--- config.mk ---
export PLATFORM = sky130hd
export DESIGN_NAME = sparse_chunk_encoder
export DESIGN_NICKNAME = d
export VERILOG_FILES = /design/src/rtl/sparse_chunk_encoder.sv
export SDC_FILE = /design/constraint.sdc
export NUM_CORES = 1
export LEC_CHECK = 0
export CAP_MARGIN = 20
export CORE_MARGIN = 8
export CORE_UTILIZATION = 50
export DETAILED_ROUTE_END_ITERATION = 8
export PLACE_DENSITY = 0.84
export SYNTH_ARGS = -nofsm -noshare
export SYNTH_HDL_FRONTEND = slang
export SYNTH_SLANG_ARGS = --single-unit
--- constraint.sdc ---
create_clock -name clk_i -period 7.5 [get_ports clk_i]
set_input_delay 1.875 -clock clk_i [delete_from_list [all_inputs] [get_ports clk_i]]
set_output_delay 1.875 -clock clk_i [all_outputs]
set_load 0.005 [all_outputs]
--- src/rtl/sparse_chunk_encoder.sv ---
// Dense-to-sparse word encoder with a 2-entry skid (output register + skid register).
// Emits sparsemap, left-packed nonzero bytes and popcount, and tracks chunk boundaries.
module sparse_chunk_encoder #(
  parameter int MEM_SIZE = 128,
  parameter int BUS_SIZE = 8
) (
  input  logic                                   clk_i,
  input  logic                                   rst_i,
  input  logic [BUS_SIZE*8-1:0]                  dense_dat_i,
  input  logic                                   dense_val_i,
  output logic                                   dense_rdy_o,
  output logic [BUS_SIZE-1:0]                    sparsemap_o,
  output logic [BUS_SIZE*8-1:0]                  nonzero_dat_o,
  output logic [$clog2(BUS_SIZE+1)-1:0]          nonzero_cnt_o,
  output logic                                   wr_valid_o,
  input  logic                                   wr_ready_i,
  output logic                                   chunk_last_o,
  output logic                                   chunk_done_o,
  output logic [$clog2(MEM_SIZE/BUS_SIZE)-1:0]   beat_cnt_o
);

  localparam int WORDS_PER_CHUNK = MEM_SIZE / BUS_SIZE;
  localparam int DW = BUS_SIZE * 8;
  localparam int CW = $clog2(BUS_SIZE + 1);
  localparam int BW = $clog2(WORDS_PER_CHUNK);

  function automatic logic [BUS_SIZE-1:0] byte_map(input logic [DW-1:0] d);
    logic [BUS_SIZE-1:0] m;
    for (int k = 0; k < BUS_SIZE; k++) m[k] = |d[8*k +: 8];
    return m;
  endfunction

  function automatic logic [DW-1:0] pack_bytes(input logic [DW-1:0] d);
    logic [DW-1:0] r;
    int j;
    r = '0;
    j = 0;
    for (int k = 0; k < BUS_SIZE; k++) begin
      if (|d[8*k +: 8]) begin
        r[8*j +: 8] = d[8*k +: 8];
        j++;
      end
    end
    return r;
  endfunction

  function automatic logic [CW-1:0] popcount(input logic [BUS_SIZE-1:0] m);
    logic [CW-1:0] c;
    c = '0;
    for (int k = 0; k < BUS_SIZE; k++) c = c + CW'(m[k]);
    return c;
  endfunction

  logic [BUS_SIZE-1:0] enc_map;
  logic [DW-1:0]       enc_dat;
  logic [CW-1:0]       enc_cnt;
  logic                enc_last;

  logic                out_vld_q, out_vld_d, out_last_q, out_last_d;
  logic [BUS_SIZE-1:0] out_map_q, out_map_d;
  logic [DW-1:0]       out_dat_q, out_dat_d;
  logic [CW-1:0]       out_cnt_q, out_cnt_d;
  logic                skid_vld_q, skid_vld_d, skid_last_q, skid_last_d;
  logic [BUS_SIZE-1:0] skid_map_q, skid_map_d;
  logic [DW-1:0]       skid_dat_q, skid_dat_d;
  logic [CW-1:0]       skid_cnt_q, skid_cnt_d;
  logic                rdy_q, rdy_d, done_q, done_d;
  logic [BW-1:0]       beat_q, beat_d;
  logic                accept, out_fire, out_free;

  assign accept   = dense_val_i && rdy_q;
  assign out_fire = out_vld_q && wr_ready_i;
  assign out_free = !out_vld_q || wr_ready_i;

  assign enc_map  = byte_map(dense_dat_i);
  assign enc_dat  = pack_bytes(dense_dat_i);
  assign enc_cnt  = popcount(enc_map);
  assign enc_last = (beat_q == BW'(WORDS_PER_CHUNK - 1));

  always_comb begin
    out_vld_d   = out_vld_q;
    out_map_d   = out_map_q;
    out_dat_d   = out_dat_q;
    out_cnt_d   = out_cnt_q;
    out_last_d  = out_last_q;
    skid_vld_d  = skid_vld_q;
    skid_map_d  = skid_map_q;
    skid_dat_d  = skid_dat_q;
    skid_cnt_d  = skid_cnt_q;
    skid_last_d = skid_last_q;
    beat_d      = beat_q;
    done_d      = out_fire && out_last_q;

    // Skid register is drained first; input only bypasses it when it is empty.
    if (out_free) begin
      if (skid_vld_q) begin
        out_vld_d  = 1'b1;
        out_map_d  = skid_map_q;
        out_dat_d  = skid_dat_q;
        out_cnt_d  = skid_cnt_q;
        out_last_d = skid_last_q;
        skid_vld_d = 1'b0;
      end else if (accept) begin
        out_vld_d  = 1'b1;
        out_map_d  = enc_map;
        out_dat_d  = enc_dat;
        out_cnt_d  = enc_cnt;
        out_last_d = enc_last;
      end else begin
        out_vld_d  = 1'b0;
      end
    end else if (accept) begin
      skid_vld_d  = 1'b1;
      skid_map_d  = enc_map;
      skid_dat_d  = enc_dat;
      skid_cnt_d  = enc_cnt;
      skid_last_d = enc_last;
    end

    if (accept) beat_d = enc_last ? '0 : beat_q + BW'(1);
    rdy_d = !skid_vld_d;
  end

  always_ff @(posedge clk_i or posedge rst_i) begin
    if (rst_i) begin
      out_vld_q   <= 1'b0;
      out_map_q   <= '0;
      out_dat_q   <= '0;
      out_cnt_q   <= '0;
      out_last_q  <= 1'b0;
      skid_vld_q  <= 1'b0;
      skid_map_q  <= '0;
      skid_dat_q  <= '0;
      skid_cnt_q  <= '0;
      skid_last_q <= 1'b0;
      rdy_q       <= 1'b0;
      done_q      <= 1'b0;
      beat_q      <= '0;
    end else begin
      out_vld_q   <= out_vld_d;
      out_map_q   <= out_map_d;
      out_dat_q   <= out_dat_d;
      out_cnt_q   <= out_cnt_d;
      out_last_q  <= out_last_d;
      skid_vld_q  <= skid_vld_d;
      skid_map_q  <= skid_map_d;
      skid_dat_q  <= skid_dat_d;
      skid_cnt_q  <= skid_cnt_d;
      skid_last_q <= skid_last_d;
      rdy_q       <= rdy_d;
      done_q      <= done_d;
      beat_q      <= beat_d;
    end
  end

  assign dense_rdy_o   = rdy_q;
  assign wr_valid_o    = out_vld_q;
  assign sparsemap_o   = out_map_q;
  assign nonzero_dat_o = out_dat_q;
  assign nonzero_cnt_o = out_cnt_q;
  assign chunk_last_o  = out_last_q;
  assign chunk_done_o  = done_q;
  assign beat_cnt_o    = beat_q;

endmodule

# [After elaboration in Yosys (flattened, before gate mapping)]
# Index checks and enable logic that the tools add are counted.
[classes] div=0 n_mul=0 n_shift=14 n_eq_ne=1 n_reduce_logical=17 bitwise_logic=1 magnitude_cmp=0 add_sub_neg=21 n_mux=35
[op_table] cell="64-bit two-way mux" count=9
[op_table] cell="64-bit bitwise mux" count=7
[op_table] cell="8-bit by 33-bit variable shift with 64-bit output (first input constant)" count=7
[op_table] cell="8-bit by 33-bit variable part select with 64-bit output" count=7
[op_table] cell="32-bit negator with 33-bit output" count=7
[op_table] cell="29-bit two-way mux" count=6
[op_table] cell="29-bit by 2-bit adder with 29-bit output (second input constant)" count=5
[op_table] cell="8-bit OR reduction" count=8
[op_table] cell="8-bit two-way mux" count=3
[op_table] cell="4-bit by 1-bit adder with 4-bit output" count=4
[op_table] cell="4-bit two-way mux" count=3
[op_table] cell="1-bit two-way mux" count=7
[op_table] cell="3-bit by 1-bit adder with 4-bit output" count=1
[op_table] cell="4-bit by 1-bit adder with 4-bit output (second input constant)" count=1
[op_table] cell="4-bit equality test (second input constant)" count=1
[op_table] cell="2-bit AND reduction" count=2
[op_table] cell="2-bit by 1-bit adder with 3-bit output" count=1
[op_table] cell="1-bit logical AND" count=3
[op_table] cell="1-bit by 1-bit adder with 2-bit output" count=1
[op_table] cell="1-bit by 1-bit adder with 2-bit output (second input constant)" count=1
[op_table] cell="1-bit zero test" count=2
[op_table] cell="2-bit nonzero test" count=1
[op_table] cell="1-bit logical OR" count=1
[op_table] cell="1-bit inverter" count=1
[totals] rom_bits=0 latch_bits=0 ff_bits=162 mem_bits_rw=0 memories=0 output_inout_bits=84

# [Logic depth before layout (Yosys ltp)]
# Gate-level depths: netlist of run 1.
[logic_depth] depth_word=20 mapped_depth=37 ltp_nobuf=32

# [Worst setup path after synthesis of run 1]
# OpenSTA, ideal clock, no wires.
[synth_timing] kind="in2reg" from="in dense_dat_i[4]" to="reg skid_dat_q[56]" setup_ps=77 path_stages=35 t_arrival_ps=8656 setup_slack_ps=-1233 path_cell_list="or4_1 -> nor2_1 -> clkbuf_1 -> inv_1 -> ha_1 -> inv_1 -> nand3_1 -> nand2_1 -> ha_1 -> o21ai_0 -> o21ai_1 -> inv_1 -> ha_1 -> clkbuf_1 -> a21oi_1 -> a21oi_1 -> ha_1 -> clkbuf_1 -> a21oi_1 -> a21oi_1 -> o21a_1 -> buf_2 -> ha_1 -> clkbuf_1 -> a21oi_1 -> ha_1 -> nand2_1 -> nor4b_1 -> ha_1 -> nand2b_1 -> or2_2 -> or4b_1 -> buf_6 -> mux2_4 -> o21ai_1"
[synth_via] elab_chain_len=18 word_cells_on_any_way=49 classes_between="13 x add/sub; 14 x shift; 21 x mux; 1 x reduce/logical"
[synth_rtl] element="start, declared" line="9" rtl="input logic [BUS_SIZE*8-1:0] dense_dat_i,"
[synth_rtl] element="8-bit OR reduction *"
[synth_rtl] element="named net enc_map[0]" line="54" rtl="logic [BUS_SIZE-1:0] enc_map;"
[synth_rtl] element="1-bit two-way mux *" line="39" rtl="if (|d[8*k +: 8]) begin"
[synth_rtl] element="1-bit by 1-bit adder with 2-bit output / 32-bit negator with 33-bit output (equally long branches)" line="41, 40"
[synth_rtl] element="29-bit two-way mux, or another cell as far along" line="39"
[synth_rtl] element="29-bit by 2-bit adder with 29-bit output, or another cell as far along" line="41" rtl="j++;"
[synth_rtl] element="29-bit two-way mux, or another cell as far along" line="39"
[synth_rtl] element="29-bit by 2-bit adder with 29-bit output, or another cell as far along" line="41"
[synth_rtl] element="(+3 left out)"
[synth_rtl] element="29-bit by 2-bit adder with 29-bit output, or another cell as far along" line="41"
[synth_rtl] element="29-bit two-way mux, or another cell as far along" line="39"
[synth_rtl] element="29-bit by 2-bit adder with 29-bit output, or another cell as far along" line="41"
[synth_rtl] element="29-bit two-way mux, or another cell as far along" line="39"
[synth_rtl] element="32-bit negator with 33-bit output / 64-bit bitwise mux (equally long branches)" line="40" rtl="r[8*j +: 8] = d[8*k +: 8];"
[synth_rtl] element="8-bit by 33-bit variable part select with 64-bit output, or another cell as far along" line="40"
[synth_rtl] element="64-bit bitwise mux" line="40"
[synth_rtl] element="64-bit two-way mux *" line="39"
[synth_rtl] element="end signal, assigned" line="147" rtl="skid_dat_q <= skid_dat_d;"
[synth_rtl] element="end, declared" line="65" rtl="logic [DW-1:0] skid_dat_q, skid_dat_d;"
# The timed path passes the listed nets; every way through them passes the cells marked *.
# A chain may end at the register's enable or synchronous reset.

# [Final worst setup path of run 1]
[layout_timing] from="in dense_dat_i[14]" to="reg out_dat_q[4] (netlist: nonzero_dat_o[4])"
[layout_via] elab_chain_len=18 word_cells_on_any_way=47 classes_between="11 x add/sub; 13 x shift; 22 x mux; 1 x reduce/logical"
[layout_rtl] element="8-bit OR reduction" line="39"
[layout_rtl] element="29-bit two-way mux" line="39"
[layout_rtl] element="29-bit by 2-bit adder with 29-bit output / 32-bit negator with 33-bit output (equally long branches)" line="41, 40"
[layout_rtl] element="29-bit two-way mux, or another cell as far along" line="39"
[layout_rtl] element="29-bit by 2-bit adder with 29-bit output, or another cell as far along" line="41"
[layout_rtl] element="29-bit two-way mux, or another cell as far along" line="39"
[layout_rtl] element="29-bit by 2-bit adder with 29-bit output, or another cell as far along" line="41"
[layout_rtl] element="29-bit two-way mux, or another cell as far along" line="39"
[layout_rtl] element="(+2 left out)"
[layout_rtl] element="29-bit by 2-bit adder with 29-bit output, or another cell as far along" line="41"
[layout_rtl] element="29-bit two-way mux, or another cell as far along" line="39"
[layout_rtl] element="32-bit negator with 33-bit output / 64-bit bitwise mux (equally long branches)" line="40"
[layout_rtl] element="8-bit by 33-bit variable part select with 64-bit output, or another cell as far along" line="40"
[layout_rtl] element="64-bit bitwise mux" line="40"
[layout_rtl] element="64-bit two-way mux *" line="39"
[layout_rtl] element="64-bit two-way mux *" line="103" rtl="end else if (accept) begin"
[layout_rtl] element="64-bit two-way mux *" line="96" rtl="if (skid_vld_q) begin"
[layout_rtl] element="end signal, assigned" line="142" rtl="out_dat_q <= out_dat_d;"
[layout_rtl] element="end, declared" line="61" rtl="logic [DW-1:0] out_dat_q, out_dat_d;"
# Mark *: on every way between the ends. The rest lies on a longest branch, timed or not. The select of a mux whose other input is x is not followed.

==> results.md, run 1 <==
Status:
- The run finished with clean final reports.

STA:
- The number of failing hold endpoints at the final stage is 0.
- Headroom to the max-slew limit came out at 32.8%.
- The count of final setup violators is 0.
- For the pin with the worst max-slew slack, the measured transition is 1.00 ns.
- The maximum clock rate is around 0.14 GHz.
- The final clock skew is 0.0164 ns.
- The final critical path time including I/O delays and setup is 7.33 ns.
- The worst setup margin is 0.166 ns.
- The final number of max-transition violations is 0.
- The worst hold slack is 0.479 ns.
- After routing, the total negative slack on setup checks comes to 0 ns.
- The share of the clock period used by the worst path is 97.8%.

Min path:
- The worst hold path terminates at skid_dat_q[47]$_DFFE_PP0P_.
- The worst hold path was traced through 2 stages.
- The worst hold path begins at skid_dat_q[47]$_DFFE_PP0P_.
- The worst hold path belongs to the class register to register.

Place:
- The count of buffers from port buffering is 151.
- The placed wire-length estimate after detailed placement is 36,200 um.
- At the end of routability-driven placement, the weighted congestion stood at 0.987.
- At the placement stage, the worst setup path has a slack of -0.624 ns.
- The number of cells after detailed placement is 2,132.

GRT:
- The layer carrying the most global-route usage is met2.
- Global routing used 31.5% of the available tracks across all layers.
- The number of global-route vias before repair is 13,799.
- The first global-routing pass estimated 76,300 um of wire.
- The largest net degree at the start of global routing is 99.
- The number of antenna violations at the first check in global routing is 1.
- For this run, global-route usage on met3 was measured as a little under 8%.
- Global routing used 40.3% of the available met1 tracks.
- For met2 alone, demand over resource in global routing was 50.2%.
- The total overflow left after global routing is 0.

CTS:
- The buffer cell driving the clock tree root is sky130_fd_sc_hd__clkbuf_16.
- Clock-pin slew was measured on the worst setup and hold paths at 0.07 ns.
- The CTS tree is yes.
- In this run, post-CTS hold repair placed 0 buffers.
- CTS saw 162 sinks.
- The total CTS buffers is 17.
- The maximum number of buffers from clock root to sink is 2.
- The clock latency on the worst-skew pair is 0.44 ns.
- In this run the number of H-tree levels came out at 4.

Synthesis:
- After synthesis the netlist holds a flip-flop and latch count of 162.
- The most used flip-flop cell after synthesis is sky130_fd_sc_hd__dfrtp_1.
- The Yosys step of the flow raised 0 warnings.
- The proportion of netlist area held by the largest area contributor is 32.8%.
- Sorting the synthesized cells by area gives the leading types as sky130_fd_sc_hd__dfrtp_1, sky130_fd_sc_hd__nand2_1, sky130_fd_sc_hd__o21ai_0, sky130_fd_sc_hd__a21oi_1, sky130_fd_sc_hd__and3_1.
- Synthesis handed over a netlist of 1,559 instances.
- The post-synthesis cell type count is 87.
- In the synthesized netlist the async set-or-reset flop fraction comes to 100%.
- For this run, the register share of the synthesized area comes to 32.8%.
- The biggest area contributor in the post-synthesis netlist is sky130_fd_sc_hd__dfrtp_1.
- The number of synthesized flops with an enable pin is 0.
- Averaged over all synthesized cells, the footprint is 7.92 um2.
- The area of the mapped netlist is roughly 12,000 um2.

Pwr:
- For this design the static power due to leakage is ~7.4 nW.
- After layout, the design draws a total of approximately 3.2 mW.
- VDD sags by at most between 0.15 and 0.2 mV.
- Power spread over the standard cell area amounts to 191 nW/um2.

Setup path:
- For the worst flop-to-flop path, the logic depth is 6.
- The cell family with the largest share of critical-path delay is simple AND/OR/NAND/NOR gates.
- The longest individual stage delay on the worst path is between 0.5 and 0.6 ns.
- The setup slack on the worst flop-to-flop path is 4.16 ns.
- The endpoint identified for the worst register-to-register timing path is nonzero_dat_o[23]$_DFFE_PP0P_.
- STA classifies the critical path startpoint as an input port.
- The slowest stage of the critical path is the sky130_fd_sc_hd__or4_4 cell.
- The startpoint-to-endpoint class of the critical path is input port to register.
- The required time of the critical path is 7.76 ns.
- The number of buffers and inverters on the critical path is 9.
- In this run the critical register-to-register path is launched from skid_vld_q$_DFF_PP0_.
- STA classifies the critical path endpoint as a register.
- The data arrival time of the critical path is 7.60 ns.
- Counting stages on the worst path, the most repeated cell is sky130_fd_sc_hd__buf_4.
- Of all nets on the critical path, the largest fanout is 8.

Cells and area:
- The share of cells above drive strength 1 is 24.6%.
- The number of antenna diodes in the final layout is 0.
- The area growth from synthesis to layout is 36.4%.
- After the flow finishes, the layout carries non-filler instances totaling 2,176.
- The final layout net count is 1,931.

Floorplanning:
- Measured along the x axis, the die boundary spans 173 um.
- The area of the die is ~30,000 um2.
- The starting utilization of the core area is roughly half.
- The die height is between 150 and 200 um.
- The initialized floorplan defines 57 standard-cell rows.
- Pin placement for this block handled 152 I/O pins.
- The core region is around 24,000 um2.

Routing:
- The post-detailed-route DRC marker count is 0.
- The final routed wirelength across all metal layers is ~50,000 um.
- The first TritonRoute pass finished after 6 iterations.
- The count of nets left with antenna violations once routing finished came out at 0.
- Using the TritonRoute via totals, the vias-per-cell ratio works out to 6.52.
- The first-iteration detailed-routing DRC count is 1,876.
- Summing over every cut layer, the via total after detailed routing is 14,196.
- In the final routed layout, each cell accounts on average for 22.9 um.

Flow run:
- Across the run, the number of max-cap violations was 0.
cells in the mapped netlist (8+ instances only):
cell / number
sky130_fd_sc_hd__nand2_1: 226
sky130_fd_sc_hd__dfrtp_1: 162
sky130_fd_sc_hd__o21ai_0: 153
sky130_fd_sc_hd__a21oi_1: 149
sky130_fd_sc_hd__clkbuf_1: 103
sky130_fd_sc_hd__nor2_1: 87
sky130_fd_sc_hd__and3_1: 65
sky130_fd_sc_hd__nand3_1: 39
sky130_fd_sc_hd__mux2i_1: 38
sky130_fd_sc_hd__o21ai_1: 35
sky130_fd_sc_hd__inv_1: 29
sky130_fd_sc_hd__nor3_1: 28
sky130_fd_sc_hd__a211oi_1: 26
sky130_fd_sc_hd__a22oi_1: 24
sky130_fd_sc_hd__nor4_1: 24
sky130_fd_sc_hd__a221oi_1: 23
sky130_fd_sc_hd__mux2_2: 23
sky130_fd_sc_hd__buf_2: 22
sky130_fd_sc_hd__ha_1: 21
sky130_fd_sc_hd__o31ai_1: 21
sky130_fd_sc_hd__o211ai_1: 18
sky130_fd_sc_hd__a31oi_1: 17
sky130_fd_sc_hd__mux2_4: 16
sky130_fd_sc_hd__nand4_1: 15
sky130_fd_sc_hd__or4_1: 14
sky130_fd_sc_hd__xnor2_1: 11
sky130_fd_sc_hd__and2_1: 10
sky130_fd_sc_hd__a21oi_2: 9
sky130_fd_sc_hd__o22ai_1: 9
sky130_fd_sc_hd__o211a_1: 8
sequential cells by signal (all words and copies together) (netlist names):
signal,flops
skid_cnt_q,4
nonzero_cnt_o,4
chunk_last_o,1
skid_dat_q,64
skid_last_q,1
dense_rdy_o,1
skid_map_q,8
skid_vld_q,1
nonzero_dat_o,64
sparsemap_o,8
chunk_done_o,1
beat_cnt_o,4
wr_valid_o,1
worst max path at each step:
| stage | startpoint | endpoint | slack (ns) | cells past startpoint |
|---|---|---|---|---|
| after floorplan | dense_dat_i[3] | skid_dat_q[56]$_DFFE_PP0P_ | -0.26 | 34 |
| after global placement | dense_dat_i[13] | skid_dat_q[57]$_DFFE_PP0P_ | -0.44 | 30 |
| after detailed placement | dense_dat_i[13] | nonzero_dat_o[33]$_DFFE_PP0P_ | -0.62 | 31 |
| after CTS | dense_dat_i[8] | skid_dat_q[62]$_DFFE_PP0P_ | 0.01 | 31 |
| after global routing | dense_dat_i[14] | nonzero_dat_o[4]$_DFFE_PP0P_ | -0.04 | 32 |
| final | dense_dat_i[14] | nonzero_dat_o[4]$_DFFE_PP0P_ | 0.17 | 27 |
layout make-up:
class	instances	area (um2)
Multi-Input combinational cell	1227	8170
Timing Repair Buffer	393	3470
Fill cell	1854	7480
Tap cell	324	405
Clock inverter	14	159
Sequential cell	162	4060
Clock buffer	18	429
Inverter	38	154
worst register-to-register path, cell delays in order, from the launching register on:
cell	delay (ns)
sky130_fd_sc_hd__dfrtp_2	0.69
sky130_fd_sc_hd__buf_4	0.67
sky130_fd_sc_hd__nor2_1	0.18
sky130_fd_sc_hd__nor2_1	0.18
sky130_fd_sc_hd__buf_4	0.31
sky130_fd_sc_hd__nand2_2	0.64
sky130_fd_sc_hd__o31ai_1	0.54
layout by cell type (no fill, tap or decap), drive strengths merged, types with 14 or more instances in the layout:
cell / synthesis / routed
buf: 28 / 242
nand2: 226 / 226
o21ai: 189 / 189
dfrtp: 162 / 162
a21oi: 158 / 158
clkdlybuf4s50: 0 / 151
nor2: 90 / 90
and3: 65 / 65
inv: 35 / 44
nand3: 39 / 39
mux2: 39 / 39
mux2i: 38 / 38
nor4: 31 / 31
nor3: 31 / 31
a211oi: 27 / 27
a22oi: 24 / 24
a221oi: 23 / 23
o31ai: 21 / 21
ha: 21 / 21
o211ai: 18 / 18
clkbuf: 105 / 18
a31oi: 17 / 17
nand4: 15 / 15
or4: 14 / 14
repair_timing:
item / in CTS / in global routing
gates cloned: 0 / 1
endpoints found under the setup margin: 75 / 128
resized for setup: 8 / 97
buffers inserted: 3 / 8
pin swaps: 3 / 25
metrics by stage:
stage / cell area (um2) / util, %
floorplan: 12600 / -
global placement: 15800 / 64.8
detailed placement: 15800 / 64.8
CTS: 16400 / 67.4
global route: 16800 / 69.2
finish: 16800 / 69.2
kinds of logic (layout without fill, tap and decap cells):
kind of cell	after synthesis	in the layout	synth area share, %
AOI/OAI and AO/OA	541	541	26.9
adders and majority gates	25	25	2.70
DFF	162	162	32.8
xor gates and xnor gates	23	23	2.19
and+or+nand+nor	559	559	22.6
other	1	2	0.0304
buffers and inverters	171	463	5.63
muxes	77	77	7.12
power by group:
part / total (mW) / internal, mW / switching [mW] / leakage, nW
Sequential: 1.28 / 1.11 / 0.164 / 2.01
Combinational: 1.05 / 0.524 / 0.526 / 5.05
Clock: 0.890 / 0.476 / 0.415 / 0.288
routing by layer:
layer  share of wire [%]  wire (um)
met3                  11       5490
met1                  39      19200
met2                  46      22800
met5               0.018          9
met4                 4.3       2140
Note: power is estimated with default switching activity, not from simulation.
==> run 2, diff against run 1 <==
--- a/config.mk
+++ b/config.mk
@@ -5,11 +5,12 @@
 export SDC_FILE = /design/constraint.sdc
 export NUM_CORES = 1
 export LEC_CHECK = 0
+export ABC_AREA = 1
 export CAP_MARGIN = 20
-export CORE_MARGIN = 8
+export CORE_MARGIN = 3
 export CORE_UTILIZATION = 50
 export DETAILED_ROUTE_END_ITERATION = 8
-export PLACE_DENSITY = 0.84
+export PLACE_DENSITY = 0.83
 export SYNTH_ARGS = -nofsm -noshare
 export SYNTH_HDL_FRONTEND = slang
 export SYNTH_SLANG_ARGS = --single-unit
==> run 2 against run 1 <==
- the run now ends with design-rule violations left
- combinational power grew 9%
- hold slack about the same
- wire length grew 9.8%
- highest routed layer is now met4
- largest power group unchanged
- maximum frequency grew 2.7%
- largest cell class unchanged
- non-clock buffer count down 154
- cell count grew 23%
- sequential power up 5%
- sequential cell count unchanged
==> results.md, run 2 <==
Status:
- The run finished, with violations left.
- The final reports fail on design-rule violations.

Floorplanning:
- The area of the die is 28,400 um2.
- The floorplan die width is 169 um.
- Row generation in the floorplan step produced 58 rows.
- The number of top-level pins is approximately 150.
- Measured along the y axis, the die boundary spans 169 um.
- The starting utilization of the core area is 51.7%.
- The floorplan step defined a core boundary enclosing 25,500 um2.

STA:
- The worst setup margin is 0.356 ns.
- The final number of max-transition violations is 0.
- Based on the critical path, the design can be clocked at up to 0.140 GHz.
- The worst hold slack is 0.478 ns.
- Setup violations remaining at the end of the flow were counted as 0.
- The final clock skew is 0.0191 ns.
- The number of failing hold endpoints at the final stage was 0.
- Measured against its own limit, the worst slew margin works out to slightly below 30%.
- Setup repair after global routing could not meet its margin everywhere.
- The final critical path time including I/O delays and setup is between 7 and 8 ns.
- The transition time of the tightest slew-check pin is 1.06 ns.
- The share of the clock period used by the worst path is 95.3%.
- After routing, the total negative slack on setup checks comes to 0 ns.

Setup path:
- STA puts the critical path data required time at just under 8 ns.
- The endpoint of the most critical register-to-register path is nonzero_dat_o[22]$_DFFE_PP0P_.
- The startpoint-to-endpoint class of the critical path is input port to register.
- The capturing element type of the critical path is a register.
- Along the worst path, the maximum fanout reaches 9.
- The data arrival time of the critical path is ~7.5 ns.
- The largest single stage delay on the critical path is 0.44 ns.
- The setup slack on the worst flop-to-flop path is approximately 4.1 ns.
- By instance count, the cell type seen most on the critical path is sky130_fd_sc_hd__nand2_1.
- The worst setup path is launched from an input port.
- Among all stages on the critical path, the largest delay is contributed by sky130_fd_sc_hd__clkdlybuf4s50_1.
- The start of the worst register-to-register path is skid_vld_q$_DFF_PP0_.
- The worst register-to-register path has a depth of 7.

Routing:
- For this block, wires on met1 add up to 21,600 um.
- The post-detailed-route DRC marker count is 1.
- The detailed router used layers up to and including met4.
- For this block, the initial DRC count from the detailed router was 2,215.
- After detailed routing, the number of vias per cell comes to 5.96.
- The first detailed-routing pass ran for 9 iterations.
- After detailed routing, the met3 layer carries 4650 um of wire.
- Summed over all nets, wire length on met2 after detailed routing comes to between 20,000 and 25,000 um.
- Dividing the detail-routed wire length by the instance count gives between 20 and 25 um.
- The routed design has about 55,000 um of wire.
- The detail route stage leaves a number of antenna-violating nets equal to 0.
- Summing over every cut layer, the via total after detailed routing is 15,999.

Synthesis:
- By area the synthesized netlist is led by sky130_fd_sc_hd__dfrtp_1, sky130_fd_sc_hd__nand2_1, sky130_fd_sc_hd__nor2_1, sky130_fd_sc_hd__nand3_1, sky130_fd_sc_hd__o21ai_0.
- Counting instances in the post-synthesis netlist gives the leading cell types as sky130_fd_sc_hd__nand2_1, sky130_fd_sc_hd__nor2_1, sky130_fd_sc_hd__nand3_1.
- The number of synthesized flops with an enable pin is 0.
- The number of warnings issued by yosys is 0.
- For this run, the register share of the synthesized area comes to 30.7%.
- The largest total area in the synthesized netlist belongs to sky130_fd_sc_hd__dfrtp_1.
- After synthesis, the mean cell area works out to between 6 and 7 um2.
- The cell area that synthesis handed to floorplanning was 13,200 um2.
- Yosys instantiated no cell more often than sky130_fd_sc_hd__nand2_1.
- The async set-or-reset flop fraction in the synthesized netlist is between 90% and 100%.
- Among all flip-flop cells after synthesis, the most frequent one is sky130_fd_sc_hd__dfrtp_1.
- Of the post-synthesis cell area, the dominant cell type holds between 30% and 40%.
- After synthesis, the netlist uses 44 different library cells.
- The post-synthesis sequential element count is 162.
- The cell count after synthesis is about 2,200.

Place:
- Once placement finished, the instance area stood at 15,400 um2.
- The worst-case setup slack after placement is -0.184 ns.
- The global placement routability congestion is 1.12.
- The placed wire-length estimate after detailed placement is 42,500 um.
- The number of cells after detailed placement is 2,644.
- The count of buffers from port buffering is 151.

CTS:
- Clock-pin slew was measured on the worst setup and hold paths at around 0.090 ns.
- The number of H-tree levels is 4.
- In this run the clock root is driven by a sky130_fd_sc_hd__clkbuf_16.
- At the later pin of the worst-skew pair, clock insertion delay measures roughly 0.45 ns.
- The total CTS buffers is 17.
- Counting along the longest clock path gives a buffer depth of 2.
- The tree built by TritonCTS fans out to about 160 sinks.
- TritonCTS built the clock tree.
- In this run, post-CTS hold repair placed 0 buffers.

Cells and area:
- Of the cells placed in the final design, the portion with a size suffix greater than 1 is 8.92%.
- For this run, the share of the core covered by cells in the final layout is 63.4%.
- The non-filler instance count after layout is between 2,000 and 3,000.
- The repair_antennas step left the layout with diodes totalling 0.
- In the layout the commonest cells are sky130_fd_sc_hd__nand2_1, sky130_fd_sc_hd__nor2_1, sky130_fd_sc_hd__nand3_1, sky130_fd_sc_hd__dfrtp_1, sky130_fd_sc_hd__inv_1.
- The most common library cell in the layout ignoring fill and taps is sky130_fd_sc_hd__nand2_1.
- After routing the design area is roughly 16,000 um2.
- The post-synthesis to final-layout area growth is 22.6%.
- The net count of the finished layout is roughly 2,400.

Flow run:
- Across the run, the number of max-cap violations was 0.

Pwr:
- The final total power is between 3 and 4 mW.
- The part of the total power dissipated in combinational logic is between 30 and 40%.
- Dividing total power by cell area gives a power density of 211 nW/um2.
- Summed over all nets, the switching power comes to 1.27 mW.
- The internal power is about 2.1 mW.
- The maximum VDD drop is around 0.18 mV.
- The fraction of power spent switching nets is 37.2%.
- The static power due to leakage is 7.85 nW.
- The proportion of power drawn by flip-flops and latches is around 40%.
- Of the total power, the clock network draws between 20% and 30%.

GRT:
- Global routing consumed, over all layers together, 37.7% of the routing resources.
- The number of global-route vias before repair was 14,799.
- The number of antenna violations at the first check in global routing is 0.
- The largest net degree at the start of global routing is 110.
- The first-pass GRT wire length is 83,500 um.
- The aggregate global routing overflow is 0.

Min path:
- The path category of the worst min-delay check is register to register.
- Counting instances, the worst hold path has a depth of 2.
- In this run the most critical hold path is launched from skid_cnt_q[3]$_DFFE_PP0P_.
- The worst hold path endpoint is skid_cnt_q[3]$_DFFE_PP0P_.
-- run 2: cell types whose count changed after synthesis, sizes merged, moves of 38 or more --
cell   change
mux2      -39
inv      +141
and3      -65
mux2i     -38
nand2    +419
nor2     +301
a21oi    -106
nand3    +212
a31oi     +46
o21ai     -42
-- run 2: power groups by stage --
stage | clock (mW) | combinational [mW] | sequential, mW
2_1_floorplan | 0 | 0.577 | 1.31
3_3_place_gp | 0 | 1.10 | 1.34
3_5_place_dp | 0 | 1.12 | 1.35
4_1_cts | 0.928 | 1.13 | 1.34
5_1_grt | 0.965 | 1.26 | 1.38
6_report | 0.932 | 1.14 | 1.34
-- run 2: cell families after synthesis --
family	Yosys count	share of synthesized area, %
AOI/OAI and AO/OA	301	12.8
xor gates and xnor gates	6	0.398
adders and majority gates	24	2.44
buffers and inverters	284	8.29
DFF	162	30.7
other	1	0.0284
and+or+nand+nor	1404	45.4
-- run 2: repair_timing --
action | in CTS | in global routing
setup endpoints to repair | 0 | 128
setup buffers | 0 | 6
gates resized for setup | 0 | 48
-- run 2: cell type report --
cell class / instances / area (um2)
clock buffers: 18 / 439
clock inverters: 14 / 160
fillers: 2381 / 9360
inverters: 182 / 697
multi-input cells: 1739 / 8220
flip-flops and latches: 162 / 4050
well taps: 330 / 413
repair buffers: 239 / 2200
-- run 2: worst max-delay path by stage --
stage                         start                             to  slack [ns]  cells after the start
finish              dense_dat_i[11]     skid_dat_q[51]$_DFFE_PP0P_        0.36                     31
global route        dense_dat_i[11]  nonzero_dat_o[23]$_DFFE_PP0P_       -0.12                     39
CTS                 dense_dat_i[11]  nonzero_dat_o[13]$_DFFE_PP0P_        0.22                     38
detailed placement  dense_dat_i[11]  nonzero_dat_o[13]$_DFFE_PP0P_       -0.18                     38
global placement    dense_dat_i[11]  nonzero_dat_o[13]$_DFFE_PP0P_       -0.03                     37
floorplan            dense_dat_i[7]   nonzero_dat_o[1]$_DFFE_PP0P_        0.05                     40
-- run 2: per-layer routing --
metal / track usage, % / vias up
li1: - / 7503
met3: 5.67 / 226
met4: 19.7 / 0
met1: 48.7 / 7289
met2: 61.3 / 981
met5: 0 / -
-- run 2: critical path: cells and delay by family --
kind                     cells  cell delay, ns
buffers and inverters        8            1.21
AO/OA/AOI/OAI                2            0.49
AND/OR/NAND/NOR             15            2.01
adder cells (fa/ha/maj)      6            1.90
